==> src/rtl/score_keeper_bcd.sv <==
// Game score keeper: binary and packed-BCD current/high score, game-over flash
// sequence and high-score display between games, all outputs registered.
module score_keeper_bcd #(
   parameter int DIGITS       = 3,
   parameter int SCORE_W      = 8,
   parameter int MAX_SCORE    = 140,
   parameter int FLASH_TICKS  = 1000000,
   parameter int FLASH_HALVES = 8
) (
   input  logic                  clk,
   input  logic                  nRst,
   input  logic                  goodColl,
   input  logic                  badColl,
   input  logic                  clearHigh,
   output logic [SCORE_W-1:0]    score,
   output logic [4*DIGITS-1:0]   score_bcd,
   output logic [4*DIGITS-1:0]   high_bcd,
   output logic [4*DIGITS-1:0]   disp_bcd,
   output logic                  disp_on,
   output logic                  isGameComplete,
   output logic                  win
);

   localparam int BCD_W  = 4 * DIGITS;
   localparam int TICK_W = (FLASH_TICKS > 1) ? $clog2(FLASH_TICKS) : 1;
   localparam int HALF_W = (FLASH_HALVES > 1) ? $clog2(FLASH_HALVES) : 1;

   localparam logic [TICK_W-1:0]  TICK_LAST = TICK_W'(FLASH_TICKS - 1);
   localparam logic [HALF_W-1:0]  HALF_LAST = HALF_W'(FLASH_HALVES - 1);
   localparam logic [SCORE_W-1:0] SCORE_MAX = SCORE_W'(MAX_SCORE);

   localparam logic [1:0] ST_PLAY      = 2'd0;
   localparam logic [1:0] ST_FLASH     = 2'd1;
   localparam logic [1:0] ST_SHOW_HIGH = 2'd2;

   logic [1:0]         state_q,         state_d;
   logic [SCORE_W-1:0] score_q,         score_d;
   logic [BCD_W-1:0]   score_bcd_q,     score_bcd_d;
   logic [SCORE_W-1:0] high_q,          high_d;
   logic [BCD_W-1:0]   high_bcd_q,      high_bcd_d;
   logic [BCD_W-1:0]   disp_bcd_q,      disp_bcd_d;
   logic               disp_on_q,       disp_on_d;
   logic               game_complete_q, game_complete_d;
   logic               win_q,           win_d;
   logic [TICK_W-1:0]  tick_q,          tick_d;
   logic [HALF_W-1:0]  half_q,          half_d;

   logic [SCORE_W-1:0] score_inc;
   logic [BCD_W-1:0]   score_bcd_inc;

   // Decimal increment by a ripple of per-digit carries; no division needed.
   function automatic logic [BCD_W-1:0] bcd_inc(input logic [BCD_W-1:0] value);
      logic [BCD_W-1:0] result;
      logic             carry;
      result = value;
      carry  = 1'b1;
      for (int i = 0; i < DIGITS; i++) begin
         if (carry) begin
            if (value[4*i +: 4] == 4'd9) begin
               result[4*i +: 4] = 4'd0;
            end else begin
               result[4*i +: 4] = value[4*i +: 4] + 4'd1;
               carry            = 1'b0;
            end
         end
      end
      return result;
   endfunction

   assign score_inc     = score_q + SCORE_W'(1);
   assign score_bcd_inc = bcd_inc(score_bcd_q);

   always_comb begin
      state_d     = state_q;
      score_d     = score_q;
      score_bcd_d = score_bcd_q;
      high_d      = high_q;
      high_bcd_d  = high_bcd_q;
      disp_on_d   = disp_on_q;
      win_d       = win_q;
      tick_d      = tick_q;
      half_d      = half_q;

      case (state_q)
         ST_PLAY: begin
            if (badColl) begin
               state_d   = ST_FLASH;
               win_d     = 1'b0;
               disp_on_d = 1'b0;
               tick_d    = '0;
               half_d    = '0;
               if (score_q > high_q) begin
                  high_d     = score_q;
                  high_bcd_d = score_bcd_q;
               end
            end else if (goodColl) begin
               score_d     = score_inc;
               score_bcd_d = score_bcd_inc;
               // Reaching the maximum ends the game on the same edge as the increment.
               if (score_inc == SCORE_MAX) begin
                  state_d   = ST_FLASH;
                  win_d     = 1'b1;
                  disp_on_d = 1'b0;
                  tick_d    = '0;
                  half_d    = '0;
                  if (score_inc > high_q) begin
                     high_d     = score_inc;
                     high_bcd_d = score_bcd_inc;
                  end
               end
            end
         end

         ST_FLASH: begin
            if (tick_q == TICK_LAST) begin
               tick_d = '0;
               if (half_q == HALF_LAST) begin
                  state_d   = ST_SHOW_HIGH;
                  disp_on_d = 1'b1;
                  half_d    = '0;
               end else begin
                  half_d    = half_q + HALF_W'(1);
                  disp_on_d = ~disp_on_q;
               end
            end else begin
               tick_d = tick_q + TICK_W'(1);
            end
         end

         ST_SHOW_HIGH: begin
            disp_on_d = 1'b1;
            if (clearHigh) begin
               high_d     = '0;
               high_bcd_d = '0;
            end
            if (goodColl) begin
               state_d     = ST_PLAY;
               score_d     = '0;
               score_bcd_d = '0;
               win_d       = 1'b0;
               tick_d      = '0;
               half_d      = '0;
            end
         end

         default: begin
            state_d   = ST_PLAY;
            disp_on_d = 1'b1;
         end
      endcase

      // Display source follows the next state so it stays aligned with the score registers.
      game_complete_d = (state_d != ST_PLAY);
      disp_bcd_d      = (state_d == ST_SHOW_HIGH) ? high_bcd_d : score_bcd_d;
   end

   always_ff @(posedge clk or negedge nRst) begin
      if (!nRst) begin
         state_q         <= ST_PLAY;
         score_q         <= '0;
         score_bcd_q     <= '0;
         high_q          <= '0;
         high_bcd_q      <= '0;
         disp_bcd_q      <= '0;
         disp_on_q       <= 1'b1;
         game_complete_q <= 1'b0;
         win_q           <= 1'b0;
         tick_q          <= '0;
         half_q          <= '0;
      end else begin
         state_q         <= state_d;
         score_q         <= score_d;
         score_bcd_q     <= score_bcd_d;
         high_q          <= high_d;
         high_bcd_q      <= high_bcd_d;
         disp_bcd_q      <= disp_bcd_d;
         disp_on_q       <= disp_on_d;
         game_complete_q <= game_complete_d;
         win_q           <= win_d;
         tick_q          <= tick_d;
         half_q          <= half_d;
      end
   end

   assign score          = score_q;
   assign score_bcd      = score_bcd_q;
   assign high_bcd       = high_bcd_q;
   assign disp_bcd       = disp_bcd_q;
   assign disp_on        = disp_on_q;
   assign isGameComplete = game_complete_q;
   assign win            = win_q;

endmodule

==> config.mk <==
export PLATFORM = sky130hd
export DESIGN_NAME = score_keeper_bcd
export DESIGN_NICKNAME = d
export VERILOG_FILES = /design/src/rtl/score_keeper_bcd.sv
export SDC_FILE = /design/constraint.sdc
export NUM_CORES = 1
export LEC_CHECK = 0
export BUFFER_PORTS_ARGS = -buffer_cell sky130_fd_sc_hd__buf_2
export CORE_MARGIN = 2
export CORE_UTILIZATION = 62
export CTS_BUF_LIST = sky130_fd_sc_hd__clkbuf_2 sky130_fd_sc_hd__clkbuf_4 sky130_fd_sc_hd__clkbuf_8
export CTS_CLUSTER_DIAMETER = 40
export DETAILED_ROUTE_END_ITERATION = 10
export PLACE_DENSITY = 0.83
export SYNTH_ARGS = -nofsm -noshare
export SYNTH_HDL_FRONTEND = slang
export SYNTH_SLANG_ARGS = --single-unit
==> constraint.sdc <==
create_clock -name clk -period 3.7 [get_ports clk]
set_clock_uncertainty 0.2 [all_clocks]
set_input_delay 0.74 -clock clk [delete_from_list [all_inputs] [get_ports clk]]
set_output_delay 0.74 -clock clk [all_outputs]
set_load 0.05 [all_outputs]
After elaboration in Yosys (flattened, before gate mapping) --
Index checks and enable logic that the tools add are counted.
Storage, ports and cells: memories kept 0, input port bits 5, bits in writable memories 0, output and inout bits 47, ROM bits 0, latch bits 0, register bits 80, logic and storage cells 110
Cells by class: $mul 0, order comparisons 2, equal/unequal tests 18, shift-type cells 0, divide/modulo/power cells 0, muxes and demuxes 62, add/sub/neg operators 6, bitwise logic cells 1, reduce and logical (&&, ||, !) cells 10
Operators with widths (number):
- $mux W12 | 10
- $mux W20 | 5
- $mux W8 | 9
- $pmux W20 S3 | 1
- $pmux W12 S2 | 2
- $pmux W8 S2 | 2
- $add A20 B1 Y20 const B | 1
- $eq A20 B20 Y1 const B | 1
- $mux W4 | 5
- $mux W3 | 6
- $gt A8 B8 Y1 | 2
- $add A4 B1 Y4 const B | 3
- $eq A4 B4 Y1 const B | 3
- $mux W1 | 12
- $mux W2 | 6
- $ne A3 B3 Y1 const B | 4
- $reduce_and A4 Y1 | 3
- $ne A2 B2 Y1 const B | 5
- $pmux W3 S3 | 1
- $add A8 B1 Y8 const B | 1
- $eq A8 B8 Y1 const B | 1
- $pmux W2 S3 | 1
- $reduce_and A6 Y1 | 1
- $reduce_and A5 Y1 | 1
- 10 further kinds | 13

Logic depth before layout (Yosys ltp) --
Gate-level depths: netlist of the first run.
depth after elaboration 10, gate-level depth with buffers 14, gate-level depth less buffers 11

Worst setup path after synthesis of the first run --
Ideal clock, no wire load.
path kind reg-to-reg, from register score_q[0] (netlist: score[0]), to register high_q[0], buffers on the path 2, path slack 50 ps, library setup time 125 ps, cell stages (with the launch flop) 14, arrival time 3325 ps, data required time 3375 ps, cells stage by stage dfrtp_1 -> and3_4 -> nand4_4 -> xnor2_2 -> ha_1 -> nor2b_1 -> nand4_1 -> o2111ai_1 -> a311oi_1 -> a211o_1 -> buf_6 -> a31o_1 -> buf_6 -> mux2_4
On the way: word-level cells in the longest chain between the ends 6, elaborated cells on any way between the ends 14
Ends and longest elaborated chain:
- from (decl) | line 37 | logic [SCORE_W-1:0] score_q, score_d;
- from (signal assigned) | line 172 | score_q <= score_d;
- branches (longest 6 deep; another with $add A8 B1 Y8)
- to (signal assigned) | line 174 | high_q <= high_d;
- to (decl) | line 39 | logic [SCORE_W-1:0] high_q, high_d;
Several ways; the timed one is not identified. The select of a mux whose other input is x is not followed. A chain may end at the register's enable or synchronous reset.

Final worst setup path of the first run --
from register score_q[1] (netlist: score[1]), to register high_bcd_q[9] (netlist: high_bcd[9])
On the way: word-level cells in the longest chain between the ends 7, elaborated cells on any way between the ends 10
Ends and longest elaborated chain:
- $add A8 B1 Y8 | line 70 | assign score_inc = score_q + SCORE_W'(1);
- $gt A8 B8 Y1 | line 106 | if (score_inc > high_q) begin
- $mux W12 | line 106
- $mux W12 | line 100 | if (score_inc == SCORE_MAX) begin
- $mux W12 | line 96 | end else if (goodColl) begin
- $mux W12 * | line 86 | if (badColl) begin
- $pmux W12 S2 * | line 84 | case (state_q)
- net high_bcd_d[9] | line 40 | logic [BCD_W-1:0] high_bcd_q, high_bcd_d;
- to (signal assigned) | line 175 | high_bcd_q <= high_bcd_d;
- to (decl) | line 40
The timed path passes the listed nets; every way through them passes the cells marked *.

==> results of run 1 <==
==> power groups by stage <==
stage	clock network [mW]	registers (mW)	logic, mW
6_report	0.726	1.06	0.486
5_1_grt	0.779	1.07	0.535
4_1_cts	0.739	1.05	0.481
3_5_place_dp	0	1.07	0.473
3_3_place_gp	0	1.06	0.457
2_1_floorplan	0	1.12	0.285
==> per-stage QoR <==
step,hold slack (ns),std cells
final,0.294,732
after CTS,0.296,732
after global placement,0.270,716
after global routing,0.314,732
after floorplan,0.243,578
after detailed placement,0.280,716
==> repair_timing <==
item / 4_1_cts / 5_1_grt
gates resized for setup: 0 / 2
setup endpoints to repair: 0 / 6
hold buffers: 0 / 0
==> layout by cell type, fill, tap and decap left out, types with 3 or more instances in the layout <==
| cell | count |
|---|---|
| dfrtp_1 | 78 |
| o21ai_0 | 59 |
| nor2_1 | 54 |
| buf_2 | 50 |
| nand2_1 | 49 |
| nand3_1 | 31 |
| inv_1 | 26 |
| ha_1 | 26 |
| a21oi_1 | 23 |
| o31ai_1 | 18 |
| and3_1 | 17 |
| buf_4 | 17 |
| a22oi_1 | 15 |
| mux2i_1 | 13 |
| nand4_1 | 9 |
| clkbuf_8 | 9 |
| xnor2_1 | 7 |
| nor2b_1 | 7 |
| a21o_1 | 7 |
| mux2_2 | 7 |
| a31oi_1 | 7 |
| a22o_1 | 7 |
| xor2_1 | 6 |
| nor3_1 | 5 |
| o211ai_1 | 4 |
| a31o_2 | 4 |
| a2111o_1 | 4 |
| nand4b_1 | 4 |
| nand3_2 | 3 |
| and2_1 | 3 |
| a211oi_1 | 3 |
| nand2b_1 | 3 |
| a211o_1 | 3 |
| o41ai_1 | 3 |
==> flip-flops by register name (all words and copies together), names as in the netlist <==
register	flops
isGameComplete	1
tick_q	20
score_bcd	12
score	8
state_q	2
high_q	8
disp_on	1
win	1
high_bcd	12
half_q	3
disp_bcd	12
==> final timing paths <==
| check | from | endpoint | slack [ns] | cells after the start |
|---|---|---|---|---|
| worst max-delay path | score[1] | high_bcd[9] | 0.26 | 12 |
| worst min-delay path | tick_q[19] | tick_q[19] | 0.29 | 1 |
| worst max register to register | score[1] | high_bcd[9] | 0.26 | 12 |
| worst min register to register | tick_q[19] | tick_q[19] | 0.29 | 1 |
| max in group asynchronous | nRst | score[3] | 2.25 | 1 |
| min in group asynchronous | nRst | disp_bcd[5] | 0.34 | 1 |
==> worst max-delay path, cell delays in order (launching register included) <==
cell       delay, ns
dfrtp_1         0.48
and3_4          0.27
nand4_4         0.14
xnor2_2         0.17
ha_1            0.35
nor2b_1         0.16
nand4_1         0.09
o2111ai_1       0.12
a311oi_2        0.34
a211o_1         0.20
buf_4           0.18
mux2_2          0.35
o31ai_1         0.26
==> per-layer routing <==
metal  part of all wire [%]  track usage, %
met3                    6.5            3.56
met1                     43            40.8
met5                      0               0
met2                     48            46.2
met4                    2.2            11.8
==> area by class of cell <==
class | instances | area, um2 | share of cell area (%)
tap | 105 | 131 | 2.29
timing repair buffer | 67 | 378 | 6.60
inverter | 27 | 101 | 1.77
clock inverter | 5 | 81.3 | 1.42
sequential | 80 | 2000 | 35.0
clock buffer | 11 | 139 | 2.42
multi-input combinational | 437 | 2890 | 50.5
==> cell families after synthesis <==
| logic type | Yosys count | synth area share, % |
|---|---|---|
| AND/OR/NAND/NOR | 203 | 20.2 |
| AO/OA/AOI/OAI | 171 | 21.8 |
| flip-flops | 80 | 38.9 |
| buffers and inverters | 61 | 5.11 |
| adder cells (fa/ha/maj) | 26 | 6.32 |
| multiplexers | 22 | 4.64 |
| XOR/XNOR | 15 | 2.97 |
==> results.sh, run 1 <==
export IMPL_ctsLongestPathBuffers=2
export IMPL_final_area_um2=5730
export IMPL_track_usage_pct=29.2
export IMPL_synthFlopType="dfrtp_1"
export IMPL_slew_headroom_pct=25.8
export IMPL_grt_pass1_wl_um=20800
export IMPL_nets=653
export IMPL_slew_viol_final=0
export IMPL_syn_nets=609
export IMPL_fin_crit_ns=3.44
export IMPL_synth_top_area_share_pct=38.4
export IMPL_die_y_um=95.1
export IMPL_wl_um=12700
export IMPL_p_total_mw=2.27
export IMPL_syn_inst=578
export IMPL_area_growth_pct=11.3
export IMPL_dp_hpwl_um=8660
export IMPL_post_route_period_util_pct=93.1
export IMPL_drtAntennaViolNets=0
export IMPL_gp_congestion=0.927
export IMPL_synth_edf_count=0
export IMPL_remaining_drc_errors=0
export IMPL_ys_async_sr_fraction_pct=100
export IMPL_globalRoute_totalOverflow=0
export IMPL_synth_area_um2=5150
export IMPL_setup_viol=0
export IMPL_ir_drop_v=0.000199
export IMPL_synth_distinct_cells=66
export IMPL_cp_end_kind="flop"
export IMPL_seq_power_share_pct=46.6
export IMPL_vias=4674
export IMPL_clock_latency_ns=0.36
export IMPL_vias_per_cell=6.39
export IMPL_ioPinCount=52
export IMPL_row_count=33
export IMPL_cts_buffers=9
export IMPL_post_cts_buffers=0
export IMPL_drive_above_1_share_pct=17.7
export IMPL_p_int_mw=1.53
export IMPL_cts_root_buf="clkbuf_8"
export IMPL_seq_area_frac_synth_pct=38.9
export IMPL_synth_area_leaders="dfrtp_1 (38%), ha_1 (6.3%), o21ai_0 (5.7%), nor2_1 (3.9%), nand2_1 (3.6%)"
export IMPL_power_leakage_nw=2.79
export IMPL_rsz0062_at_grt="no"
export IMPL_fmax_mhz=290
export IMPL_timing_setup_tns_ns=0
export IMPL_worstPathRequired_ns=3.75
export IMPL_path_max_fanout=8
export IMPL_cts_tree="built"
export IMPL_worstMarginPinSlew_ns=1.11
export IMPL_drt_initial_drc_count=422
export IMPL_ys_ff_latch=80
export IMPL_status="finished, final reports clean"
export IMPL_synth_most_common_cell="dfrtp_1"
export IMPL_netSwitchingPower_mw=0.735
export IMPL_grt_max_degree=81
export IMPL_powerDensity_nw_per_um2=396
export IMPL_yosysWarnings=0
export IMPL_fill_cells=619
export IMPL_finalHoldViolations=0
export IMPL_avgRoutedWirePerCell_um=17.3
export IMPL_dp_slack_ns=0.221
export IMPL_p_clk_share_pct=32.0
export IMPL_fp_dieW_um=95.1
export IMPL_htreeDepth=3
export IMPL_antenna_cells=0
export IMPL_combPwrFrac_pct=21.4
export IMPL_hp_class="flop to flop"
export IMPL_clk_pin_slew_worst_paths_ns=0.09
export IMPL_p_sw_share_pct=32.4
export IMPL_critical_path_class="flop to flop"
export IMPL_die_area_um2=9040
export IMPL_cts_sinks=80
export IMPL_portBuffers=51
export IMPL_cap_violations=0
export IMPL_post_route_util_pct=70.4
export IMPL_antenna_found_initial=0
export IMPL_placed_cell_area_um2=5500
export IMPL_startpoint_type="flop"
export IMPL_arrival_ns=3.49
export IMPL_layout_setup_ws_ns=0.257
export IMPL_yosys_area_top_type="dfrtp_1"
export IMPL_first_pass_iters=5
export IMPL_initial_core_util_pct=63.3
export IMPL_synth_commonest_cells="dfrtp_1 (79), o21ai_0 (59), nor2_1 (54)"
export IMPL_coreArea_um2=8130
export IMPL_synth_area_per_cell_um2=8.90
export IMPL_grt_pass1_vias=4257
Note: power is estimated with default switching activity, not from simulation.
==> run 2: changes to the inputs <==
ABC_CLOCK_PERIOD_IN_PS = 3700   (was unset)
CORE_UTILIZATION = 60   (was 62)
PLACE_DENSITY = 0.81   (was 0.83)
==> results.sh, run 2 (synthesized netlist as in run 1, its figures left out) <==
export IMPL_crit_family="compound AO/OA/AOI/OAI gates"
export IMPL_worstPathRequired_ns=3.76
export IMPL_hp_class="flop to flop"
export IMPL_antenna_cells=0
export IMPL_post_route_period_util_pct=95.3
export IMPL_drive_above_1_share_pct=17.7
export IMPL_remaining_drc_errors=0
export IMPL_drtAntennaViolNets=0
export IMPL_hold_depth=1
export IMPL_portBuffers=51
export IMPL_grt_max_degree=81
export IMPL_highest_layer="met4"
export IMPL_reg2reg_to="high_q[3]"
export IMPL_grt_pass1_vias=4530
export IMPL_fp_dieW_um=96.6
export IMPL_largest_register_ffs=20
export IMPL_worstMarginPinSlew_ns=1.05
export IMPL_nets=653
export IMPL_crit_chain="ha_2, nand3_2, xnor2_1, ha_1, a21o_1, o2111ai_1, o2111ai_1, a311oi_2, a211o_1, a31o_1, buf_4, mux2i_1"
export IMPL_r2r_cells=12
export IMPL_htreeDepth=3
export IMPL_placed_cell_area_um2=5500
export IMPL_min_to="tick_q[18]"
export IMPL_timing_setup_tns_ns=0
export IMPL_dp_cells=716
export IMPL_min_delay_start="tick_q[18]"
export IMPL_power_leakage_nw=2.79
export IMPL_arrival_ns=3.59
export IMPL_area_growth_pct=11.3
export IMPL_cts_buffers=9
export IMPL_setup_viol=0
export IMPL_drt_initial_drc_count=326
export IMPL_vias=4748
export IMPL_post_route_util_pct=69.4
export IMPL_clock_latency_ns=0.35
export IMPL_final_common_cell="dfrtp_1"
export IMPL_gp_congestion=0.945
export IMPL_top_register="tick_q"
export IMPL_p_total_mw=2.28
export IMPL_r2r_start="score[1]"
export IMPL_slew_headroom_pct=29.3
export IMPL_row_count=33
export IMPL_wl_um=13200
export IMPL_layout_setup_ws_ns=0.175
export IMPL_initial_core_util_pct=62.3
export IMPL_wl_met3_um=851
export IMPL_post_cts_buffers=0
export IMPL_die_y_um=96.6
export IMPL_dr_wl_met2_um=6350
export IMPL_ctsHoldBuffers=0
export IMPL_cp_end_kind="flop"
export IMPL_powerDensity_nw_per_um2=398
export IMPL_slew_viol_final=0
export IMPL_dp_slack_ns=0.152
export IMPL_hold_worst_slack_ns=0.296
export IMPL_instances_no_fill=732
export IMPL_mostFrequentLayoutCells="dfrtp_1 (79), o21ai_0 (59), nor2_1 (54)"
export IMPL_avgRoutedWirePerCell_um=18.0
export IMPL_cpMostUsedCell="o2111ai_1"
export IMPL_ir_drop_v=0.000254
export IMPL_first_pass_iters=4
export IMPL_dp_hpwl_um=9060
export IMPL_globalRoute_totalOverflow=0
export IMPL_critPathSlowestCell="dfrtp_1"
export IMPL_critical_path_class="flop to flop"
export IMPL_grt_pass1_wl_um=22100
export IMPL_startpoint_type="flop"
export IMPL_routedLengthMet1_um=5750
export IMPL_cts_root_buf="clkbuf_8"
export IMPL_coreArea_um2=8260
export IMPL_ctsLongestPathBuffers=2
export IMPL_status="finished, final reports clean"
export IMPL_cts_tree="built"
export IMPL_fin_crit_ns=3.52
export IMPL_die_area_um2=9330
export IMPL_finalHoldViolations=0
export IMPL_antenna_found_initial=0
export IMPL_path_buf_inv=1
export IMPL_fmax_mhz=284
export IMPL_reg2reg_slack_ns=0.18
export IMPL_final_area_um2=5730
export IMPL_cap_violations=0
export IMPL_path_max_fanout=8
export IMPL_ioPinCount=52
export IMPL_cts_sinks=80
export IMPL_track_usage_pct=28.5
export IMPL_clk_pin_slew_worst_paths_ns=0.08
export IMPL_vias_per_cell=6.49
export IMPL_cp_slowest_stage_delay_ns=0.50
==> run 2: what timing repair did <==
action                     CTS  global route
hold endpoints to repair     0             0
gates resized for setup      0             2
setup endpoints to repair    0             6
==> run 2: worst max path at each step <==
stage,start,endpoint,slack (ns),cells after the start
6_report,score[1],high_q[3],0.18,12
5_1_grt,score[1],high_q[3],-0.02,12
4_1_cts,score[1],high_q[3],0.11,12
3_5_place_dp,score[1],high_q[3],0.15,12
3_3_place_gp,score[1],high_q[1],0.32,12
2_1_floorplan,score[0],high_q[0],0.05,13
==> run 2: routing by layer <==
metal | vias to the layer above | track usage [%]
met5 | - | 0
met2 | 213 | 46.3
met1 | 2296 | 39.2
met3 | 23 | 3.68
li1 | 2216 | -
met4 | 0 | 10.5
==> run 2: area by class of cell <==
type	count	area, um2
multi-input cells	437	2900
clock inverters	5	81.3
well taps	105	131
inverters	27	101
flip-flops and latches	80	2000
repair buffers	67	378
clock buffers	11	139
fillers	666	2530
==> run 2: power by group <==
group / switching (mW) / total, mW / internal, mW
clock: 0.332 / 0.728 / 0.396
sequential: 0.103 / 1.06 / 0.959
combinational: 0.311 / 0.488 / 0.177
==> run 3: changes to the inputs <==
ABC_AREA = 1   (was unset)
PLACE_DENSITY = 0.93   (was 0.81)
==> results.sh, run 3 <==
export IMPL_status="finished, final reports clean"
export IMPL_ir_drop_v=0.000642
export IMPL_nets=739
export IMPL_grt_max_degree=81
export IMPL_ctsHoldBuffers=0
export IMPL_critical_path_class="flop to flop"
export IMPL_ys_ff_latch=80
export IMPL_layout_setup_ws_ns=0.425
export IMPL_fp_dieW_um=95.2
export IMPL_ctsLongestPathBuffers=2
export IMPL_cts_tree="built"
export IMPL_clk_pin_slew_worst_paths_ns=0.08
export IMPL_power_leakage_nw=2.70
export IMPL_synth_distinct_cells=43
export IMPL_track_usage_pct=31.0
export IMPL_cpMostUsedCell="nand2_1"
export IMPL_instances_no_fill=818
export IMPL_grt_pass1_vias=4710
export IMPL_hold_worst_slack_ns=0.306
export IMPL_dp_hpwl_um=9220
export IMPL_vias=4883
export IMPL_slew_headroom_pct=33.2
export IMPL_path_max_fanout=14
export IMPL_portBuffers=51
export IMPL_dp_slack_ns=0.397
export IMPL_startpoint_type="flop"
export IMPL_cts_root_buf="clkbuf_8"
export IMPL_grt_pass1_wl_um=22000
export IMPL_cts_resized=0
export IMPL_post_cts_buffers=0
export IMPL_drt_initial_drc_count=410
export IMPL_initial_core_util_pct=61.3
export IMPL_post_route_period_util_pct=88.5
export IMPL_area_growth_pct=11.2
export IMPL_cap_violations=0
export IMPL_coreArea_um2=8130
export IMPL_vias_per_cell=5.97
export IMPL_final_area_um2=5550
export IMPL_seq_area_frac_synth_pct=40.1
export IMPL_dp_cells=802
export IMPL_die_area_um2=9060
export IMPL_placed_cell_area_um2=5310
export IMPL_largest_register_ffs=20
export IMPL_gp_congestion=0.931
export IMPL_cts_buffers=9
export IMPL_antenna_found_initial=0
export IMPL_hp_class="flop to flop"
export IMPL_r2r_cells=16
export IMPL_drive_above_1_share_pct=12.8
export IMPL_die_y_um=95.2
export IMPL_timing_setup_tns_ns=0
export IMPL_ioPinCount=52
export IMPL_syn_nets=693
export IMPL_worstMarginPinSlew_ns=1.00
export IMPL_synthFlopType="dfrtp_1"
export IMPL_reg2reg_slack_ns=0.42
export IMPL_synth_area_per_cell_um2=7.54
export IMPL_slew_viol_final=0
export IMPL_wl_um=13300
export IMPL_r2r_start="score[0]"
export IMPL_row_count=33
export IMPL_synth_most_common_cell="nand2_1"
export IMPL_arrival_ns=3.32
export IMPL_cts_sinks=80
export IMPL_worstPathRequired_ns=3.74
export IMPL_mostFrequentLayoutCells="nand2_1 (163), o21ai_0 (82), dfrtp_1 (79)"
export IMPL_critPathSlowestCell="dfrtp_1"
export IMPL_ys_async_sr_fraction_pct=100
export IMPL_htreeDepth=3
export IMPL_drtAntennaViolNets=0
export IMPL_first_pass_iters=6
export IMPL_reg2reg_to="high_q[5]"
export IMPL_setup_viol=0
export IMPL_crit_chain="ha_1, nand3_1, xor2_1, ha_1, nand2_1, inv_1, nand4_1, inv_1, nand2_1, nand2_2, nand3_2, nand3_1, nand2_1, inv_1, nand2_1, o21ai_0"
export IMPL_synth_area_leaders="dfrtp_1 (40%), nand2_1 (12%), o21ai_0 (8.2%), ha_1 (6.5%), inv_1 (5.2%)"
export IMPL_synth_area_um2=4990
export IMPL_synth_edf_count=0
export IMPL_top_register="tick_q"
export IMPL_rsz0062_at_grt="no"
export IMPL_avgRoutedWirePerCell_um=16.2
export IMPL_finalHoldViolations=0
export IMPL_yosysWarnings=0
export IMPL_yosys_area_top_type="dfrtp_1"
export IMPL_syn_inst=662
export IMPL_final_common_cell="nand2_1"
export IMPL_fmax_mhz=305
export IMPL_cp_end_kind="flop"
export IMPL_cp_endpoint="high_q[5]"
export IMPL_fill_cells=635
export IMPL_fin_crit_ns=3.28
export IMPL_synth_commonest_cells="nand2_1 (163), o21ai_0 (82), dfrtp_1 (79)"
export IMPL_globalRoute_totalOverflow=0
export IMPL_synth_top_area_share_pct=39.6
export IMPL_remaining_drc_errors=0
export IMPL_cp_slowest_stage_delay_ns=0.53
export IMPL_critPathLaunch="score[0]"
export IMPL_powerDensity_nw_per_um2=878
export IMPL_antenna_cells=0
export IMPL_clock_latency_ns=0.36
run 3: power by group:
group	total, mW	internal, mW	switching [mW]
Sequential	1.52	1.20	0.325
Combinational	2.59	0.671	1.92
Clock	0.764	0.427	0.337
run 3: worst max-delay path: cells and delay by family, from the launching register on:
family          cells  cell delay, ns
compound gates      1            0.08
xor+xnor            1            0.30
fa+ha+maj           2            0.59
buf+inv             3            0.26
flops               1            0.53
simple gates        9            1.21
run 3: per-layer routing:
metal	wire [um]	GRT usage, %
met1	5340	39.8
met2	6510	50.9
met3	1040	5.45
met4	403	14.6
met5	0	0
run 3: per-stage QoR:
| stage | power, mW | utilization (%) |
|---|---|---|
| floorplan | 3.43 | - |
| global placement | 3.96 | 65.3 |
| detailed placement | 4.07 | 65.3 |
| CTS | 4.84 | 68.1 |
| global route | 5.18 | 68.2 |
| finish | 4.87 | 68.2 |
run 3: how the worst min path moves through the flow:
stage,start,slack [ns],end,cells after the start
after floorplan,nRst,0.24,disp_bcd[0],0
final,half_q[1],0.31,half_q[1],2
after detailed placement,half_q[2],0.28,half_q[2],2
after CTS,half_q[2],0.30,half_q[2],2
after global routing,half_q[1],0.33,half_q[1],2
after global placement,half_q[1],0.27,half_q[1],2
run 3: cells by family (layout without fill, tap and decap cells):
group | count (synthesis) | after routing | synth area share, %
AND/OR/NAND/NOR | 307 | 307 | 27.5
AO/OA/AOI/OAI | 140 | 140 | 15.1
buffers and inverters | 92 | 143 | 7.60
flip-flops | 80 | 80 | 40.1
adder cells (fa/ha/maj) | 26 | 26 | 6.52
XOR/XNOR | 17 | 17 | 3.13
run 3: cell type report:
class / count / area (um2) / area share, %
multi-input cells: 490 / 2610 / 47.1
flip-flops and latches: 80 / 2000 / 36.1
repair buffers: 57 / 303 / 5.46
inverters: 70 / 263 / 4.74
clock buffers: 12 / 159 / 2.86
well taps: 105 / 131 / 2.37
clock inverters: 4 / 76.3 / 1.38
